[config.mk]
export PLATFORM = sky130hd
export DESIGN_NAME = imm_encode
export DESIGN_NICKNAME = d
export VERILOG_FILES = /design/src/rtl/rv_pkg.sv /design/src/rtl/imm_pack.sv /design/src/rtl/imm_encode.sv
export SDC_FILE = /design/constraint.sdc
export NUM_CORES = 1
export LEC_CHECK = 0
export ABC_AREA = 0
export ABC_CLOCK_PERIOD_IN_PS = 8530
export CORE_ASPECT_RATIO = 1.4
export CORE_MARGIN = 2
export CORE_UTILIZATION = 35
export CTS_CLUSTER_DIAMETER = 60
export CTS_CLUSTER_SIZE = 25
export DETAILED_ROUTE_END_ITERATION = 12
export RECOVER_POWER = 25
export SYNTH_ARGS = -nofsm -noshare
export SYNTH_HDL_FRONTEND = slang
export SYNTH_SLANG_ARGS = --single-unit
[constraint.sdc]
create_clock -name clk -period 8.53 [get_ports clk]
set_clock_uncertainty 0.2 [all_clocks]
set_input_delay 1.706 -clock clk [delete_from_list [all_inputs] [get_ports clk]]
set_output_delay 1.706 -clock clk [all_outputs]
set_load 0.01 [all_outputs]
[src/rtl/rv_pkg.sv]
// Shared RISC-V immediate definitions used by the encoder and the extender.
package rv_pkg;

    // Immediate format select; same encoding as the extender.
    typedef enum logic [1:0] {
        IMM_I = 2'b00,
        IMM_S = 2'b01,
        IMM_B = 2'b10,
        IMM_J = 2'b11
    } imm_src_t;

    // instr_hi carries instruction bits [31:7].
    localparam int unsigned INSTR_LSB = 7;
    localparam int unsigned HI_W      = 32 - INSTR_LSB;

    // Highest immediate bit that is still encoded (sign position) per format.
    localparam int unsigned I_SIGN_BIT = 11;
    localparam int unsigned S_SIGN_BIT = 11;
    localparam int unsigned B_SIGN_BIT = 12;
    localparam int unsigned J_SIGN_BIT = 20;

    // True when every bit of v from position msb upward equals v[msb],
    // i.e. v is representable as an (msb+1)-bit signed value.
    function automatic logic fits_signed(logic [31:0] v, int unsigned msb);
        logic signed [31:0] t;
        t = $signed(v) >>> msb;
        return (t == '0) || (t == '1);
    endfunction

endpackage

[src/rtl/imm_pack.sv]
// Combinational packer: places a signed immediate into instruction bits
// [31:7] for the selected format and flags values the format cannot hold.
module imm_pack
    import rv_pkg::*;
(
    input  logic [1:0]  imm_src,
    input  logic [31:0] imm,
    input  logic [24:0] base,
    output logic [24:0] instr_hi,
    output logic        err
);

    // Instruction bits [31:25] always belong to the immediate in every format.
    logic unused_base;
    assign unused_base = ^base[24:18];

    // Field placement and range/alignment check per format.
    always_comb begin
        instr_hi = '0;
        err      = 1'b0;
        unique case (imm_src_t'(imm_src))
            IMM_I: begin
                instr_hi = {imm[11:0], base[12:0]};
                err      = !fits_signed(imm, I_SIGN_BIT);
            end
            IMM_S: begin
                instr_hi = {imm[11:5], base[17:5], imm[4:0]};
                err      = !fits_signed(imm, S_SIGN_BIT);
            end
            IMM_B: begin
                instr_hi = {imm[12], imm[10:5], base[17:5], imm[4:1], imm[11]};
                err      = !fits_signed(imm, B_SIGN_BIT) || imm[0];
            end
            IMM_J: begin
                instr_hi = {imm[20], imm[10:1], imm[11], imm[19:12], base[4:0]};
                err      = !fits_signed(imm, J_SIGN_BIT) || imm[0];
            end
            default: ;
        endcase
    end

endmodule

[src/rtl/imm_encode.sv]
// Two-stage valid/ready immediate encoder with full backpressure and a
// saturating count of delivered results that carried an immediate error.
module imm_encode
    import rv_pkg::*;
#(
    parameter int unsigned ERR_CNT_W = 8
) (
    input  logic                 clk,
    input  logic                 reset,
    input  logic                 in_valid,
    output logic                 in_ready,
    input  logic [1:0]           imm_src,
    input  logic [31:0]          imm,
    input  logic [24:0]          base,
    output logic                 out_valid,
    input  logic                 out_ready,
    output logic [24:0]          instr_hi,
    output logic                 imm_err,
    output logic [ERR_CNT_W-1:0] err_count
);

    logic                 s1_valid_q;
    logic [1:0]           s1_src_q;
    logic [31:0]          s1_imm_q;
    logic [24:0]          s1_base_q;
    logic                 s2_valid_q;
    logic [24:0]          s2_hi_q;
    logic                 s2_err_q;
    logic [ERR_CNT_W-1:0] err_cnt_q;

    logic                 adv1;
    logic                 adv2;
    logic [24:0]          pack_hi;
    logic                 pack_err;

    // Pipeline advance: each stage moves when the stage after it can take data.
    always_comb begin
        adv2     = !s2_valid_q || out_ready;
        adv1     = !s1_valid_q || adv2;
        in_ready = adv1;
    end

    imm_pack u_pack (
        .imm_src  (s1_src_q),
        .imm      (s1_imm_q),
        .base     (s1_base_q),
        .instr_hi (pack_hi),
        .err      (pack_err)
    );

    // Stage 1: capture the request on an input transfer.
    always_ff @(posedge clk or posedge reset) begin
        if (reset) begin
            s1_valid_q <= 1'b0;
            s1_src_q   <= '0;
            s1_imm_q   <= '0;
            s1_base_q  <= '0;
        end else if (adv1) begin
            s1_valid_q <= in_valid;
            if (in_valid) begin
                s1_src_q  <= imm_src;
                s1_imm_q  <= imm;
                s1_base_q <= base;
            end
        end
    end

    // Stage 2: register the packed result; held while the consumer stalls.
    always_ff @(posedge clk or posedge reset) begin
        if (reset) begin
            s2_valid_q <= 1'b0;
            s2_hi_q    <= '0;
            s2_err_q   <= 1'b0;
        end else if (adv2) begin
            s2_valid_q <= s1_valid_q;
            if (s1_valid_q) begin
                s2_hi_q  <= pack_hi;
                s2_err_q <= pack_err;
            end
        end
    end

    // Error counter: counts erroring output transfers, sticks at all-ones.
    always_ff @(posedge clk or posedge reset) begin
        if (reset) begin
            err_cnt_q <= '0;
        end else if (s2_valid_q && out_ready && s2_err_q && (err_cnt_q != '1)) begin
            err_cnt_q <= err_cnt_q + ERR_CNT_W'(1);
        end
    end

    assign out_valid = s2_valid_q;
    assign instr_hi  = s2_hi_q;
    assign imm_err   = s2_err_q;
    assign err_count = err_cnt_q;

endmodule

Yosys cells after proc, flatten, opt, wreduce, memory -nomap -nowiden
Cells that the tools add are included.
W data, S select, Z words.
Word-level totals
  register bits after elaboration: 88
  input port bits: 63
  output and inout port bits: 36
  word-level logic and storage cells: 40
Operators by class
  add/subtract/negate cells: 1
  equal/unequal tests: 7
  muxes and demuxes: 2
  reduce and logical (&&, ||, !) cells: 22
Operators by type and width (count)
  $pmux W25 S4: 1
  $eq A32 B32 Y1 const B: 3
  $logic_not A32 Y1: 3
  $add A8 B1 Y8 const B: 1
  $ne A8 B8 Y1 const B: 1
  $logic_or A1 B1 Y1: 7
  $logic_not A1 Y1: 5
  $eq A2 B2 Y1 const B: 2
  $reduce_and A2 Y1: 2
  $logic_and A1 B1 Y1: 3
  $pmux W1 S3: 1
  $eq A2 B1 Y1 const B: 1
  $logic_not A2 Y1: 1
  $reduce_or A2 Y1: 1

Depth between registers and ports, before layout
  word-level depth: 5
  depth in mapped cells: 6
  gate-level depth less buffers: 5

Hierarchy
A second synthesis with hierarchy kept.
Second synthesis, totals
  cells, all modules: 280
  area total of the unflattened synthesis: 4103.9 um^2
By module, submodules not included
  imm_encode: times used 1, cells an instance 223, area each 3638.5 um^2, seq. area each 2377.3 um^2
  imm_pack: times used 1, cells an instance 57, area each 465.4 um^2, seq. area each 0.0 um^2

Worst setup path before layout
OpenSTA, ideal clock, no wires.
  path kind: input-to-output
  start: input out_ready
  end: output in_ready
  data arrival time: 1920 ps
  required time: 6624 ps
  slack: 4704 ps
  cell stages on the path: 1
  buffers on the path: 0
  cell sequence: nand3b_1
Between the ends
  longest elaborated chain between the ends: 2
Ends and longest elaborated chain
  start, declared: line imm_encode.sv:16  | input logic out_ready,
  $logic_or A1 B1 Y1: line imm_encode.sv:38  | adv2 = !s2_valid_q || out_ready;
  $logic_or A1 B1 Y1: line imm_encode.sv:39  | adv1 = !s1_valid_q || adv2;
  end, declared: line imm_encode.sv:11  | output logic in_ready,
Every way passes these cells.

Worst setup path after layout
Same ends and word-level chain as after synthesis.

==> flow_metrics.env <==
export IMPL_synth_area_leader_cell="dfrtp_1"
export IMPL_via_count=2440
export IMPL_start_util_pct=35.5
export IMPL_antenna_cells=0
export IMPL_grt_usage_pct=14.6
export IMPL_vias_per_cell=4.78
export IMPL_run_status="finished, violations left"
export IMPL_max_stage_delay_ps=560
export IMPL_hold_viol_final=0
export IMPL_layout_drive_gt1_share_pct=21.8
export IMPL_finalSetupViolations=0
export IMPL_max_slew_margin_pct=-24.8
export IMPL_row_count=44
export IMPL_cts_resized=0
export IMPL_muxShareOfSynthArea_pct=23.7
export IMPL_critPathCaptureType="output port"
export IMPL_syn_nets=338
export IMPL_ys_warn_count=0
export IMPL_numCtsBuffers=9
export IMPL_clk_path_buf_depth=2
export IMPL_drt_iter0_markers=72
export IMPL_ys_seq_area_share_pct=60.3
export IMPL_max_freq_mhz=204
export IMPL_netlist_top_cells_area="dfrtp_1, mux2_2, mux2i_1, o21ai_0, nand2_1"
export IMPL_max_vdd_ir_drop_mv=0.0969
export IMPL_first_global_vias=2504
export IMPL_violations="max-capacitance violations, max-slew violations"
export IMPL_worst_setup_hold_path_clk_slew_ps=60
export IMPL_grt_pass1_wl_mm=12.8
export IMPL_synth_compound_area_share_pct=4.35
export IMPL_synth_top_family_by_area="multiplexers"
export IMPL_combPwrFrac_pct=21.8
export IMPL_p_per_area_nw_per_um2=264
export IMPL_die_w_um=90.4
export IMPL_syn_inst=274
export IMPL_wl_mm=7.71
export IMPL_yosys_area_share_simple_pct=7.50
export IMPL_post_cts_buffers=0
export IMPL_synth_adder_area_share_pct=0.342
export IMPL_io_pins=99
export IMPL_p_sw_share_pct=25.1
export IMPL_clk_latency_ps=340
export IMPL_core_area_um2=10300
export IMPL_drc=0
export IMPL_multi_input_area_um2=1390
export IMPL_register_area_um2=2200
export IMPL_fin_setup_tns_ps=0
export IMPL_layout_min_cycle_time_ps=4900
export IMPL_layout_cells_non_filler=510
export IMPL_die_area_um2=11300
export IMPL_cts_htree_levels=3
export IMPL_place_inst=494
export IMPL_crit_path_max_fanout=3
export IMPL_leakage_nw=2.13
export IMPL_path_cells="dlygate4sd3_1 -> nand3b_1 -> clkdlybuf4s50_1"
export IMPL_worstMarginPinSlew_ps=1870
export IMPL_fin_total_pwr_mw=1.34
export IMPL_critPathLaunchType="input pin"
export IMPL_clkPwrFrac_pct=35.9
export IMPL_avgRoutedWirePerCell_um=15.1
export IMPL_final_common_cell="dfrtp_1"
export IMPL_port_buffer_count=91
export IMPL_dpl_hpwl_mm=5.35
export IMPL_slew_viol_final=46
export IMPL_power_frac_seq_pct=42.3
export IMPL_grt_ovfl_total=0
export IMPL_final_nets=431
export IMPL_root_buffer="clkbuf_16"
export IMPL_max_cap_viol_count=1
export IMPL_crit_slowest_cell="dlygate4sd3_1"
export IMPL_place_congestion=0.736
export IMPL_netlist_area_leader_share_pct=60.3
export IMPL_synth_cell_types=26
export IMPL_fp_dieH_um=125
export IMPL_netlist_area_um2=3650
export IMPL_grt_setup_unrepaired="false"
export IMPL_critPathRequiredTime_ps=6620
export IMPL_first_pass_iters=4
export IMPL_crit_type="input pin to output port"
export IMPL_cts_sinks=88
export IMPL_route_antenna_remaining_nets=0
export IMPL_ys_ff_latch=88
export IMPL_synth_xor_area_share_pct=2.12
export IMPL_cts_tree="done"
export IMPL_internal_power_mw=1.00
export IMPL_mostFrequentLayoutCells="dfrtp_1, clkdlybuf4s50_1, mux2_2"
export IMPL_synthToLayoutAreaGrowth_pct=38.9
export IMPL_cts_hold_buf=0
export IMPL_grt_max_degree=67
export IMPL_arrival_ps=2990
export IMPL_fill_cells=939
export IMPL_p_sw_uw=336
export IMPL_antenna_found_initial=0
export IMPL_min_path_type="flip-flop to flip-flop"
export IMPL_avgSynthCellArea_um2=13.3
export IMPL_period_share_pct=57.4
-- registers in the layout (all words and copies together) (netlist names) --
name / count
s1_src_q: 2
err_count: 8
s1_valid_q: 1
s1_imm_q: 32
out_valid: 1
instr_hi: 25
s1_base_q: 18
imm_err: 1
-- metrics by stage --
step                      util [%]  hold slack [ps]  cell area, µm²  setup WS [ps]
after floorplan                  -              257            3650           4350
after global placement        45.7              260            4710           3710
after detailed placement      45.7              277            4710           3720
after CTS                     49.3              291            5080           3710
after global routing          49.3              310            5080           3590
final                         49.3              284            5080           3630
-- cells in the mapped netlist --
master and n:
dfrtp_1 88, mux2_2 61, nand2_1 25, o21ai_0 22, mux2i_1 18, nand4_1 10
buf_2 7, xnor2_1 6, clkbuf_1 5, nand2b_1 5, a21oi_1 3, nand3_1 3
nor2_1 3, nor4_1 3, or4_1 3, inv_1 2, and3_1 1, ha_1 1
nand3b_1 1, nor3_1 1, o2111a_1 1, o211ai_1 1, o21bai_1 1, o31ai_1 1
xor2_1 1, xor2_2 1
-- area by class of cell --
cell class	instances	area share, %
sequential	88	43.4
multi-input combinational	172	27.4
timing repair buffer	94	18.3
clock buffer	11	4.78
tap	138	3.40
clock inverter	5	2.51
inverter	2	0.173
-- worst paths after layout --
check                                         startpoint                       end  slack, ps  depth (start not counted)
max in group asynchronous                          reset     out_valid$_DFFE_PP0P_       4980                          3
worst max-delay path                           out_ready                  in_ready       3630                          3
worst min-delay path            instr_hi[24]$_DFFE_PP0P_  instr_hi[24]$_DFFE_PP0P_        280                          2
worst max register to register     out_valid$_DFFE_PP0P_  instr_hi[21]$_DFFE_PP0P_       5890                          4
min in group asynchronous                          reset   s1_imm_q[4]$_DFFE_PP0P_       1810                          2
worst min register to register  instr_hi[24]$_DFFE_PP0P_  instr_hi[24]$_DFFE_PP0P_        280                          2
-- critical path, delay by kind of cell --
kind / cells / cell delay [ps]
buffers and inverters: 2 / 1060
AND/OR/NAND/NOR: 1 / 220
-- per-layer routing --
metal / track usage, % / part of all wire [%] / vias up
met5: 0 / 0 / -
met4: 7.33 / 2.1 / 0
met3: 3.45 / 3.7 / 11
met2: 24.5 / 51 / 56
met1: 17.4 / 43 / 1214
li1: - / - / 1159
-- power groups by stage --
stage | clock network, mW | logic [mW] | registers [mW]
after detailed placement | 0 | 0.299 | 0.576
after CTS | 0.494 | 0.300 | 0.568
after floorplan | 0 | 0.135 | 0.578
final | 0.481 | 0.293 | 0.567
after global placement | 0 | 0.295 | 0.571
after global routing | 0.514 | 0.318 | 0.580
-- kinds of logic after synthesis --
family,Yosys count
AO/OA/AOI/OAI,29
XOR/XNOR,8
adder cells (fa/ha/maj),1
buffers and inverters,14
flip-flops,88
multiplexers,79
AND/OR/NAND/NOR,55
Note: power is estimated with default switching activity, not from simulation.
